### config.mk
export PLATFORM = sky130hd
export DESIGN_NAME = fetch_unit
export DESIGN_NICKNAME = d
export VERILOG_FILES = /design/src/rtl/fetch_unit.sv
export SDC_FILE = /design/constraint.sdc
export NUM_CORES = 1
export LEC_CHECK = 0
export ABC_CLOCK_PERIOD_IN_PS = 5300
export CAP_MARGIN = 20
export CELL_PAD_IN_SITES_DETAIL_PLACEMENT = 1
export CELL_PAD_IN_SITES_GLOBAL_PLACEMENT = 2
export CORE_ASPECT_RATIO = 1.2
export CORE_MARGIN = 5
export CORE_UTILIZATION = 39
export DETAILED_ROUTE_END_ITERATION = 8
export PLACE_DENSITY_LB_ADDON = 0.08
export REMOVE_ABC_BUFFERS = 1
export SKIP_CTS_REPAIR_TIMING = 1
export SYNTH_ARGS = -nofsm -noshare
export SYNTH_HDL_FRONTEND = slang
export SYNTH_SLANG_ARGS = --single-unit
### constraint.sdc
create_clock -name clk -period 5.3 [get_ports clk]
set_input_delay 0.53 -clock clk [delete_from_list [all_inputs] [get_ports clk]]
set_output_delay 0.53 -clock clk [all_outputs]
set_load 0.01 [all_outputs]
### src/rtl/fetch_unit.sv
// fetch_unit
//   Consumer side of the PC's prog_ctr interface. It fetches the instruction
//   at each new prog_ctr value from instruction memory over a req/ack port.
//   It buffers {pc, instr} pairs in a small FIFO for the decoder. A flush
//   throws away both buffered and in-flight fetches.
//
// Ports
//   clk, reset            clock, asynchronous active-high reset
//   prog_ctr   [D]        current PC from the PC block
//   flush                 taken branch: discard buffered and in-flight fetches
//   imem_req/imem_addr    read request and address, held until imem_ack
//   imem_ack/imem_rdata   one-cycle response pulse and its data
//   instr_valid/ready     decoder handshake on the FIFO head
//   instr [W], instr_pc   head instruction and the address it came from
//   busy                  high while a memory request is outstanding
//
// state | meaning
// IDLE  | no request outstanding; decides whether to start a fetch
// REQ   | request outstanding; the response will be pushed
// DRAIN | request outstanding after a flush; the response will be dropped
module fetch_unit #(
  parameter int D     = 12,
  parameter int W     = 9,
  parameter int DEPTH = 2
) (
  input  logic         clk,
  input  logic         reset,
  input  logic [D-1:0] prog_ctr,
  input  logic         flush,
  output logic         imem_req,
  output logic [D-1:0] imem_addr,
  input  logic         imem_ack,
  input  logic [W-1:0] imem_rdata,
  output logic         instr_valid,
  input  logic         instr_ready,
  output logic [W-1:0] instr,
  output logic [D-1:0] instr_pc,
  output logic         busy
);

  localparam int PW = (DEPTH > 1) ? $clog2(DEPTH) : 1;
  localparam int CW = $clog2(DEPTH + 1);
  localparam logic [CW-1:0] DEPTH_C = CW'(DEPTH);
  localparam logic [PW-1:0] LAST_PTR = PW'(DEPTH - 1);

  typedef enum logic [1:0] {IDLE, REQ, DRAIN} state_t;

  state_t         state, state_nxt;
  logic           start, push, pop;
  logic [D-1:0]   last_addr;
  logic           refetch;
  logic [PW-1:0]  wr_ptr, rd_ptr;
  logic [CW-1:0]  count;
  logic [D-1:0]   pc_mem  [DEPTH];
  logic [W-1:0]   ins_mem [DEPTH];

  function automatic logic [PW-1:0] ptr_inc(input logic [PW-1:0] p);
    return (p == LAST_PTR) ? '0 : p + 1'b1;
  endfunction

  always_ff @(posedge clk or posedge reset) begin
    if (reset) state <= IDLE;
    else       state <= state_nxt;
  end

  // In IDLE nothing is in flight, so the FIFO count alone sets the capacity
  // limit. This ensures a started fetch always has a slot for its response.
  always_comb begin
    state_nxt = state;
    start     = 1'b0;
    push      = 1'b0;
    case (state)
      IDLE: begin
        if (!flush && (refetch || prog_ctr != last_addr) && count < DEPTH_C) begin
          start     = 1'b1;
          state_nxt = REQ;
        end
      end
      REQ: begin
        if (imem_ack) begin
          push      = !flush;
          state_nxt = IDLE;
        end else if (flush) begin
          state_nxt = DRAIN;
        end
      end
      DRAIN: begin
        // The ack ends the request even if a new flush arrives in the same cycle.
        if (imem_ack) state_nxt = IDLE;
      end
      default: state_nxt = IDLE;
    endcase
  end

  assign pop = instr_valid && instr_ready && !flush;

  always_ff @(posedge clk or posedge reset) begin
    if (reset) begin
      imem_addr <= '0;
      last_addr <= '0;
      refetch   <= 1'b1;
      wr_ptr    <= '0;
      rd_ptr    <= '0;
      count     <= '0;
      for (int i = 0; i < DEPTH; i++) begin
        pc_mem[i]  <= '0;
        ins_mem[i] <= '0;
      end
    end else begin
      if (start) begin
        imem_addr <= prog_ctr;
        refetch   <= 1'b0;
      end
      if (push) begin
        last_addr       <= imem_addr;
        pc_mem[wr_ptr]  <= imem_addr;
        ins_mem[wr_ptr] <= imem_rdata;
      end
      // After a discarded response, the current prog_ctr must be fetched
      // even if it equals last_addr (for example, a branch to self).
      if (state == DRAIN && imem_ack) refetch <= 1'b1;
      if (flush) begin
        refetch <= 1'b1;
        wr_ptr  <= '0;
        rd_ptr  <= '0;
        count   <= '0;
      end else begin
        if (push) wr_ptr <= ptr_inc(wr_ptr);
        if (pop)  rd_ptr <= ptr_inc(rd_ptr);
        if (push && !pop)      count <= count + 1'b1;
        else if (pop && !push) count <= count - 1'b1;
      end
    end
  end

  assign busy        = (state != IDLE);
  assign imem_req    = busy;
  assign instr_valid = (count != '0);
  assign instr       = ins_mem[rd_ptr];
  assign instr_pc    = pc_mem[rd_ptr];

endmodule

==> results.md, run 1 <==
* Max-slew violation count at 0
* Critical Path RT at 4.77 ns
* Site row count at 36
* Peak VDD IR at 0.216 mV
* Die Y-Extent at 110 um
* Syn Area/Cell at 15.0 um2
* Synth Instances at 217
* Worst hold start: pc_mem[8]$_DFFE_PP0P_
* Detailed-route via count at 1942
* First-pass GRT wire length at 11.4 mm
* Fin crit share at 53.5%
* Most common flop cell mapped by yosys: dfrtp_1
* GRT Overall Usage at 14.6%
* Routed WL at 6.66 mm
* Fin crit period at 2.83 ns
* Fraction of layout cells with a size suffix above 1 at 35.0%
* I/O Buffers at 61
* Antenna violations before repair at 0
* Max-slew headroom at 28.4%
* Slew @ Worst Pin at 1.07 ns
* RSZ-0062 raised after global routing: no
* Max FO, Critical Path at 22
* Async SR Flop Fraction at 100%
* Slowest stage delay, CP at 1.04 ns
* Most common cell after layout, fill and taps aside: dfrtp_1
* CP Class: reg -> out
* Clock sinks at 73
* Final WS setup at 2.47 ns
* ANT nets after route at 0
* Die area at 0.0103 mm2
* Hold Path Stages at 1
* Leakage at 1.80 nW
* Vias in the first global route at 2192
* # H-tree levels at 3
* Core area at 0.00811 mm2
* Multi-input logic area at 0.00136 mm2
* Die W at 93.3 um
* Fmax at 353 MHz
* Critical Path Source Type: register
* Power per Cell Area at 484 mW/mm2
* Post-DR wirelength/cell at 17.5 um
* TritonRoute pass-1 iters at 3
* Hold_ws at 0.492 ns
* Status: completed
* Seq/Total Area, Yosys at 56.3%
* CTS tree: yes
* Synthesized area at 0.00325 mm2
* Max_cap viols at 0
* Final setup fails at 0
* Residual DRC at 0
* Setup TNS at 0 ns
* Grt total ovfl at 0
* Register area at 0.00183 mm2
* Vias per Instance at 5.10
* Worst path buffer plus inverter count at 1
* Worst Hold Path EP: pc_mem[8]$_DFFE_PP0P_
* Clk_lat worst skew at 0.34 ns
* Synth unique cells at 30
* CTS Root Cell: clkbuf_8
* Largest net degree at the start of global routing at 47
* CP max-delay cell: dfrtp_1
* Clk slew on worst S/H paths at 0.07 ns
* DR iter-0 viols at 44
* Post-detail-place hpwl at 4.52 mm
* Min-delay worst type: reg -> reg
* Worst Setup End Kind: output port
* Yosys reg bits at 73
* R2R Path Start: state[0]$_DFFE_PP0P_
* R2R depth at 3
* Clock Tree Buf Depth at 2
* Cts bufs inserted at 9
* Capturing point of the worst reg2reg path: imem_addr[9]$_DFFE_PP0P_
* Final number of hold-violating endpoints at 0
* Top Ports at 62
* Synth area leader: dfrtp_1
* Most frequent cells in the layout: dfrtp_1 (72), mux2_2 (65), clkdlybuf4s50_1 (61)
* Largest cells by area after synthesis: dfrtp_1 (55%), mux2_2 (23%), mux2_1 (4.9%)
* RD Place Congestion at 0.689
* WP data arrival at 2.30 ns
* R2R setup slack at 2.90 ns
* Layout Nets at 308
* Yosys warning total at 0
* Clk_skew at 0.00877 ns
* Fill count at 812
* ANT cells at 0
* Initial Util at 40.1%
* CP Cell Sequence: mux2_2 -> clkdlybuf4s50_1
* Crit path max-delay family: flip-flops
* EDFF count, synth at 0
* Area grow syn2layout at 27.3%
* Dpl ws at 2.11 ns
* Synth top area share at 55.5%
[layout make-up]
class,count,area share [%]
multi-input cells,133,32.8
inverters,1,0.0908
well taps,95,2.88
repair buffers,64,15.6
flip-flops and latches,73,44.2
clock inverters,2,0.303
clock buffers,13,4.09
[routing by layer]
metal	vias up	global-route usage (%)	wire length, um
met4	0	6.91	133
met5	-	0	0
met1	992	19.4	3110
met3	10	2.44	209
li1	898	-	-
met2	42	23.2	3210
[worst max path at each step]
stage | from | slack [ns] | cells past startpoint | to
3_5_place_dp | flush | 2.11 | 4 | pc_mem[2]$_DFFE_PP0P_
6_report | rd_ptr$_DFFE_PP0P_ | 2.47 | 2 | instr_pc[7]
3_3_place_gp | flush | 2.16 | 5 | pc_mem[21]$_DFFE_PP0P_
5_1_grt | rd_ptr$_DFFE_PP0P_ | 2.34 | 2 | instr_pc[4]
2_1_floorplan | flush | 2.74 | 3 | ins_mem[10]$_DFFE_PP0P_
4_1_cts | rd_ptr$_DFFE_PP0P_ | 2.40 | 2 | instr_pc[7]
[sequential cells by signal, indices dropped and copies added, names as in the netlist]
register   cells
ins_mem       18
imem_addr     12
state          2
last_addr     12
pc_mem        24
wr_ptr         1
count          2
refetch        1
rd_ptr         1
[per-stage QoR]
step	area, um2	instances	utilization (%)	total power [W]
floorplan	3190	207	-	0.00128
global placement	3930	365	48.5	0.00160
detailed placement	3930	365	48.5	0.00162
CTS	4110	380	50.7	0.00203
global route	4130	381	51.0	0.00214
finish	4130	381	51.0	0.00200
[where the power goes]
| group | internal, W | switching (W) |
|---|---|---|
| Sequential | 0.000770 | 0.000140 |
| Combinational | 0.000456 | 0.000232 |
| Clock | 0.000205 | 0.000196 |
[Yosys cell counts (all sizes together) (2+ instances only)]
| library cell | number |
|---|---|
| buf | 10 |
| mux2 | 88 |
| or2 | 3 |
| nor4 | 2 |
| nor2 | 6 |
| nand2 | 4 |
| xor2 | 15 |
| nor2b | 2 |
| dfrtp | 72 |
[cell families after synthesis]
logic type	count (synthesis)	synth area share, %
AO/OA/AOI/OAI	6	1.70
XOR/XNOR	15	4.04
buffers and inverters	11	2.04
flip-flops	73	56.3
multiplexers	89	31.9
AND/OR/NAND/NOR	23	4.08
No activity file was read; power rests on OpenSTA's default activity.
==> run 2: changes to the inputs <==
ABC_CLOCK_PERIOD_IN_PS = 2900   (was 5300)
CORE_UTILIZATION = 36   (was 39)
clock period = 2.9 ns   (was 5.3 ns; I/O delays follow)
==> run 2 against run 1 <==
Register-to-register slack worse by 1.9 ns; flip-flop and latch count stayed put; first-iteration DRC count down 2.3%; sequential power grew 82%; via count is 0.26% lower; design area increased by 2.6%; non-clock buffer count grew 5; clock skew fell by 0.0024 ns; worst setup slack got worse by 1.9 ns; core utilization down 3.5 points; worst hold slack worse by 0.13 ns.
==> results.md, run 2 (same netlist as run 1, synthesis figures left out) <==
* Status: completed
* Slew @ Worst Pin at 0.476 ns (-0.598 ns)
* Max_cap viols at 0 (unchanged)
* RD Place Congestion at 0.684 (-0.77%)
* Max reg flops at 24 (unchanged)
* Die W at 96.7 um (+3.6%)
* Most common cell after layout, fill and taps aside: dfrtp_1
* I/O Buffers at 61 (unchanged)
* Min-delay worst type: in -> async
* Final setup fails at 0 (unchanged)
* Worst Setup End Kind: output port
* Detailed-route via count at 1937 (-0.26%)
* Final WS setup at 0.582 ns (-1.88 ns)
* Layout Cells excl Fill at 411 (+7.9%)
* Biggest regs: pc_mem: 24 flops, ins_mem: 18 flops
* Fin crit period at 2.32 ns
* GRT Overall Usage at 13.7% (-0.86 points)
* Most frequent cells in the layout: dfrtp_1 (72), mux2_2 (65), clkdlybuf4s50_1 (61)
* Peak VDD IR at 0.321 mV (+49%)
* Cts bufs inserted at 9 (unchanged)
* Largest net degree at the start of global routing at 74 (+57%)
* Routed WL at 7.08 mm (+6.2%)
* ANT nets after route at 0 (unchanged)
* Initial Util at 36.3% (-3.7 points)
* Most flops, register: pc_mem
* CTS tree: yes
* RSZ-0062 raised after global routing: no
* R2R setup slack at 1.02 ns (-1.88 ns)
* Fmax at 431 MHz
* Leakage at 1.85 nW (+2.5%)
* Clk_skew at 0.00634 ns (-0.00243 ns)
* Clk slew on worst S/H paths at 0.07 ns (about the same)
* ANT cells at 0 (unchanged)
* Dpl ws at 0.616 ns (-1.49 ns)
* Met3 Use GR at 3.78% (+1.3 points)
* Area grow syn2layout at 30.6%
* Fin crit share at 79.9%
* Total power at 0.00372 W (+86%)
* Placed Cells incl. Taps at 396 (+8.5%)
* CTS Root Cell: clkbuf_8
* Max FO, Critical Path at 15 (-32%)
* Die Y-Extent at 114 um (+3.7%)
* First-pass GRT wire length at 12.0 mm (+4.5%)
* Final number of hold-violating endpoints at 0 (unchanged)
* Max-slew headroom at 68.2% (+40 points)
* Clk_lat worst skew at 0.33 ns (about the same)
* DR iter-0 viols at 43 (-2.3%)
* Fraction of layout cells with a size suffix above 1 at 36.1% (+1.1 points)
* Clock sinks at 73 (unchanged)
* Grt total ovfl at 0 (unchanged)
* TritonRoute pass-1 iters at 4 (+1)
* Power per Cell Area at 878 mW/mm2 (+81%)
* Met2 Use GR at 23.2% (-0.040 points)
* WP data arrival at 2.03 ns (-0.27 ns)
* Layout Nets at 313 (+1.6%)
* CP Class: reg -> out
* Die area at 0.0110 mm2 (+7.5%)
* Vias per Instance at 4.71 (-7.5%)
* GR Layer Usage met1 at 16.9% (-2.5 points)
* Critical Path RT at 2.61 ns (-2.16 ns)
* Vias in the first global route at 2259 (+3.1%)
* Critical Path Source Type: register
* Core area at 0.00894 mm2 (+10%)
* Post-detail-place hpwl at 4.87 mm (+7.6%)
* Residual DRC at 0 (unchanged)
* Setup TNS at 0 ns (unchanged)
* Post-DR wirelength/cell at 17.2 um (-1.6%)
* # H-tree levels at 3 (unchanged)
* Antenna violations before repair at 0 (unchanged)
* Clock Tree Buf Depth at 2 (unchanged)
* Top Ports at 62 (unchanged)
* Max-slew violation count at 0 (unchanged)
* Site row count at 38 (+5.6%)
* GR peak layer: met2
## run 2: cell count changes in the layout (fill, tap and decap cells not counted)
cell and change:
buf_4 +3, buf_12 +2, bufinv_16 +1, clkbuf_8 -1, clkinv_2 +1, clkinvlp_4 -1
## run 2: cell type report
type	count	area, um2
clock inverter	3	40.0
multi-input combinational	133	1360
timing repair buffer	69	708
sequential	73	1830
fill	931	4700
tap	120	150
clock buffer	12	155
inverter	1	3.75
## run 2: layer usage
| metal | up-vias | part of all wire (%) |
|---|---|---|
| met3 | 8 | 3.3 |
| met4 | 0 | 1.6 |
| met5 | - | 0 |
| met1 | 984 | 45 |
| met2 | 41 | 50 |
| li1 | 904 | - |
## run 2: worst paths after layout
| path | depth (start not counted) | start | to |
|---|---|---|---|
| worst max-delay path | 3 | rd_ptr$_DFFE_PP0P_ | instr_pc[4] |
| worst min-delay path | 3 | reset | ins_mem[3]$_DFFE_PP0P_ |
| worst max register to register | 4 | state[0]$_DFFE_PP0P_ | imem_addr[8]$_DFFE_PP0P_ |
| worst min register to register | 1 | ins_mem[8]$_DFFE_PP0P_ | ins_mem[8]$_DFFE_PP0P_ |
| max in group asynchronous | 3 | reset | refetch$_DFFE_PP1P_ |
| min in group clk | 1 | ins_mem[8]$_DFFE_PP0P_ | ins_mem[8]$_DFFE_PP0P_ |
## run 2: through the flow
stage                     util, %  instance area (um2)  hold slack (ns)
after floorplan                 -                 3190            0.356
after CTS                    47.5                 4240            0.374
final                        47.5                 4240            0.366
after detailed placement     45.3                 4050            0.479
after global placement       45.3                 4050            0.472
after global routing         47.5                 4240            0.389
## run 2: power by group
group          switching [W]  internal, W  total, W
Sequential          0.000250      0.00141   0.00166
Combinational       0.000432     0.000840   0.00127
Clock               0.000355     0.000438  0.000793
Total                0.00104      0.00269   0.00372
## run 2: critical path, stage by stage, from the launching register on
cell and delay, ns:
dfrtp_1 0.64, buf_12 0.22, mux2_2 0.35, clkdlybuf4s50_1 0.48
